$ cat config.mk
export PLATFORM = sky130hd
export DESIGN_NAME = uart_fifo_ctrl
export DESIGN_NICKNAME = d
export VERILOG_FILES = /design/src/rtl/uart_fifo_ctrl.sv
export SDC_FILE = /design/constraint.sdc
export NUM_CORES = 1
export LEC_CHECK = 0
export CAP_MARGIN = 30
export CORE_MARGIN = 3
export CORE_UTILIZATION = 46
export CTS_CLUSTER_DIAMETER = 30
export DETAILED_ROUTE_END_ITERATION = 8
export PLACE_DENSITY = 0.89
export SYNTH_ARGS = -nofsm -noshare
export SYNTH_HDL_FRONTEND = slang
export SYNTH_SLANG_ARGS = --single-unit
$ cat constraint.sdc
create_clock -name i_clk -period 3 [get_ports i_clk]
set_input_delay 0.45 -clock i_clk [delete_from_list [all_inputs] [get_ports i_clk]]
set_output_delay 0.45 -clock i_clk [all_outputs]
set_load 0.01 [all_outputs]
$ cat src/rtl/uart_fifo_ctrl.sv
// Pointer/flag controller for the UART RX/TX FIFOs; drives an external reg_file.
// Optional sticky overflow/underflow flags are built when UART_FIFO_ERR_FLAGS_EN is defined.
module uart_fifo_ctrl #(
   parameter int ADDR_WIDTH = 4,
   parameter int AF_LEVEL   = 2**ADDR_WIDTH - 1,
   parameter int AE_LEVEL   = 1
) (
   input  logic                  i_clk,
   input  logic                  i_rst_n,
   input  logic                  i_wr,
   input  logic                  i_rd,
   output logic                  o_w_en,
   output logic [ADDR_WIDTH-1:0] o_w_addr,
   output logic [ADDR_WIDTH-1:0] o_r_addr,
   output logic                  o_full,
   output logic                  o_empty,
   output logic                  o_almost_full,
   output logic                  o_almost_empty,
`ifdef UART_FIFO_ERR_FLAGS_EN
   output logic [ADDR_WIDTH:0]   o_count,
   input  logic                  i_err_clr,
   output logic                  o_overflow,
   output logic                  o_underflow
`else
   output logic [ADDR_WIDTH:0]   o_count
`endif
);

   localparam logic [ADDR_WIDTH:0] PTR_ONE  = (ADDR_WIDTH+1)'(1);
   localparam logic [ADDR_WIDTH:0] DEPTH    = {1'b1, {ADDR_WIDTH{1'b0}}};
   localparam logic [ADDR_WIDTH:0] AF_THR   = (ADDR_WIDTH+1)'(AF_LEVEL);
   localparam logic [ADDR_WIDTH:0] AE_THR   = (ADDR_WIDTH+1)'(AE_LEVEL);

   logic [ADDR_WIDTH:0] w_ptr;
   logic [ADDR_WIDTH:0] r_ptr;
   logic [ADDR_WIDTH:0] count;
   logic                wr_ok;
   logic                rd_ok;

   // A push while full is still accepted when a pop frees the head slot in the same cycle.
   always_comb begin
      count          = w_ptr - r_ptr;
      o_full         = (count == DEPTH);
      o_empty        = (count == '0);
      o_almost_full  = (count >= AF_THR);
      o_almost_empty = (count <= AE_THR);
      rd_ok          = i_rd & ~o_empty;
      wr_ok          = i_wr & (~o_full | rd_ok);
      o_w_en         = wr_ok;
      o_w_addr       = w_ptr[ADDR_WIDTH-1:0];
      o_r_addr       = r_ptr[ADDR_WIDTH-1:0];
      o_count        = count;
   end

   always_ff @(posedge i_clk or negedge i_rst_n) begin
      if (!i_rst_n) begin
         w_ptr <= '0;
         r_ptr <= '0;
      end else begin
         if (wr_ok) w_ptr <= w_ptr + PTR_ONE;
         if (rd_ok) r_ptr <= r_ptr + PTR_ONE;
      end
   end

`ifdef UART_FIFO_ERR_FLAGS_EN
   // Sticky error flags; a new set event wins over a simultaneous clear.
   always_ff @(posedge i_clk or negedge i_rst_n) begin
      if (!i_rst_n) begin
         o_overflow  <= 1'b0;
         o_underflow <= 1'b0;
      end else begin
         if (i_wr && o_full && !rd_ok) o_overflow <= 1'b1;
         else if (i_err_clr)           o_overflow <= 1'b0;
         if (i_rd && o_empty)          o_underflow <= 1'b1;
         else if (i_err_clr)           o_underflow <= 1'b0;
      end
   end
`endif

endmodule

==> impl_metrics.yaml <==
timing:
  tightest_slew_ns: 0.447
  maxSlewViolCount: 0
  relSlewSlack: 0.701
  fin_crit_sh: 0.957
  grt_setup_unrepaired: "false"
  post-route-min-period_ns: 2.87
  finClkSkew_ns: 0.00192
  finalHoldViolations: 0
  setup_violations: 0
  fin_ws_ns: 0.128
  timing.fmax_ghz: 0.348
  holdWs_ns: 0.504
layout:
  layout_commonest_cell: "clkdlybuf4s50_1"
  instances_no_fill: 114
  fin_util: 0.676
  synthToLayoutAreaGrowth_pct: 34.4
  nets: 111
  drive_gt1_frac: 0.255
  seq_area_um2: 251
  num_antenna_cells: 0
  fillers: 114
  multi_input_area_um2: 453
  final_cell_mix: "clkdlybuf4s50_1, inv_1, dfrtp_1"
place:
  dp_hpwl_um: 1340
  dp_slack_ns: 0.116
  placed_cells: 107
  portBuffers: 21
  globalplace.congestion: 0.860
run:
  drv_cap: 0
global_routing:
  antenna_found_initial: 0
  grt_max_degree: 11
  grt.overflow.total: 0
  grt_pass1_vias: 633
  grt_pass1_wl_um: 2680
  grt_usage: 0.177
setup_path:
  critPathSlowestCell: "dfrtp_1"
  startpoint_type: "flop"
  rrSetupSlack_ns: 0.55
  required_ns: 2.55
  rr_worst_depth: 11
  crit_path_end: "o_empty"
  reg2reg_from: "w_ptr[0]"
  cp-startpoint: "w_ptr[0]"
  crit_fanout: 5
  end_kind: "output pin"
  worstPathArrival_ns: 2.42
  worstSetupPathType: "reg -> out"
  max_stage_delay_ns: 0.39
  r2r_end: "r_ptr[1]"
  critical_path.cell_chain: "inv_1 -> ha_1 -> inv_1 -> fa_2 -> xor2_2 -> nor3_2 -> buf_4 -> buf_4 -> o221a_4 -> dlygate4sd2_1"
clocking:
  clkSinkCount: 10
  cts_tree: "yes"
  cts_max_path_buffers: 2
  cts_root_buffer: "clkbuf_4"
  cts_buffers: 3
  ctsHoldBuffers: 0
  htree_levels: 1
  path_clk_slew_ns: 0.06
  clk_latency_ns: 0.26
route:
  drt_iter0_drc: 17
  ant_nets: 0
  dr.pass1.iters: 4
  drt-vias-per-instance: 5.67
  wl_per_cell_um: 14.7
  route.vias.total: 646
  drcViolationCount: 0
  routed_wl_um: 1670
die:
  initial_core_util: 0.503
  die_area_um2: 2220
  die_w_um: 47.1
  io_pins: 22
  rows: 14
  coreArea_um2: 1540
  die_y_um: 47.1
synthesis:
  synth_cells: 75
  ys.flop_type: "dfrtp_1"
  synth_area_um2: 776
  yosysUniqueCellTypes: 29
  avgSynthCellArea_um2: 10.3
  synth_fp_nets: 86
  synth-seq-cells: 10
  synth-edff-count: 0
  synth_warnings: 0
  yosysSeqAreaShare: 0.323
  synthArstFlopShare: 1.00
outcome:
  status: "finished clean"
hold_path:
  hp-class: "in -> async"
==> worst max-delay path, delay by kind of cell (launching register included) <==
kind	cells	cell delay, ns
adder cells (fa/ha/maj)	2	0.54
XOR/XNOR	1	0.21
AO/OA/AOI/OAI	1	0.20
flip-flops	1	0.39
AND/OR/NAND/NOR	1	0.19
buffers and inverters	5	0.64
==> cell usage after synthesis, drive strengths merged, types with 2 or more instances <==
cell,n,area share
dfrtp,10,0.32
inv,9,0.044
buf,8,0.077
xnor2,7,0.079
ha,6,0.097
a21oi,4,0.031
nor2,4,0.019
and3,3,0.024
xor2,3,0.044
mux2,2,0.034
nand3,2,0.013
nand3b,2,0.019
nand4,2,0.016
o2111ai,2,0.031
o21ai,2,0.018
==> metrics by stage <==
stage / area (um^2) / TNS [ns]
global route: 1040 / 0
finish: 1040 / 0
global placement: 968 / 0
floorplan: 776 / 0
CTS: 1010 / -0.145
detailed placement: 968 / 0
==> how the worst min path moves through the flow <==
stage / from / endpoint / slack [ns] / cells after the start
detailed placement: r_ptr[4] / r_ptr[4] / 0.51 / 1
CTS: i_rst_n / r_ptr[1] / 0.52 / 1
finish: i_rst_n / r_ptr[1] / 0.50 / 1
global route: i_rst_n / r_ptr[1] / 0.52 / 1
floorplan: i_rst_n / r_ptr[0] / 0.15 / 0
global placement: r_ptr[4] / r_ptr[4] / 0.51 / 1
==> metal layers <==
metal	vias up	part of all wire	GRT usage
li1	298	-	-
met1	313	0.39	0.202
met2	31	0.51	0.282
met3	4	0.081	0.0690
met4	0	0.016	0.0994
met5	-	0	0
==> cell families after synthesis <==
kind of cell,count (synthesis),share of synthesized area
adder cells (fa/ha/maj),7,0.123
buffers and inverters,17,0.121
AND/OR/NAND/NOR,17,0.139
flip-flops,10,0.323
multiplexers,2,0.0339
AO/OA/AOI/OAI,12,0.139
XOR/XNOR,10,0.123
==> sequential cells by signal, indices dropped and copies added, names as in the netlist <==
| register | flops |
|---|---|
| r_ptr | 5 |
| w_ptr | 5 |
==> layout make-up <==
| class | count | share of cell area |
|---|---|---|
| Clock buffer | 3 | 0.0216 |
| Inverter | 9 | 0.0324 |
| Multi-Input combinational cell | 48 | 0.435 |
| Sequential cell | 10 | 0.241 |
| Tap cell | 16 | 0.0192 |
| Timing Repair Buffer | 28 | 0.251 |
==> what timing repair did <==
action	4_1_cts	5_1_grt
pin swaps	2	3
setup endpoints to repair	4	3
setup buffers	3	1
resized for setup	3	7
Power is left out: the tool's default activity adds up to more than one toggle a clock period on the data nets, which glitch-free logic cannot reach.
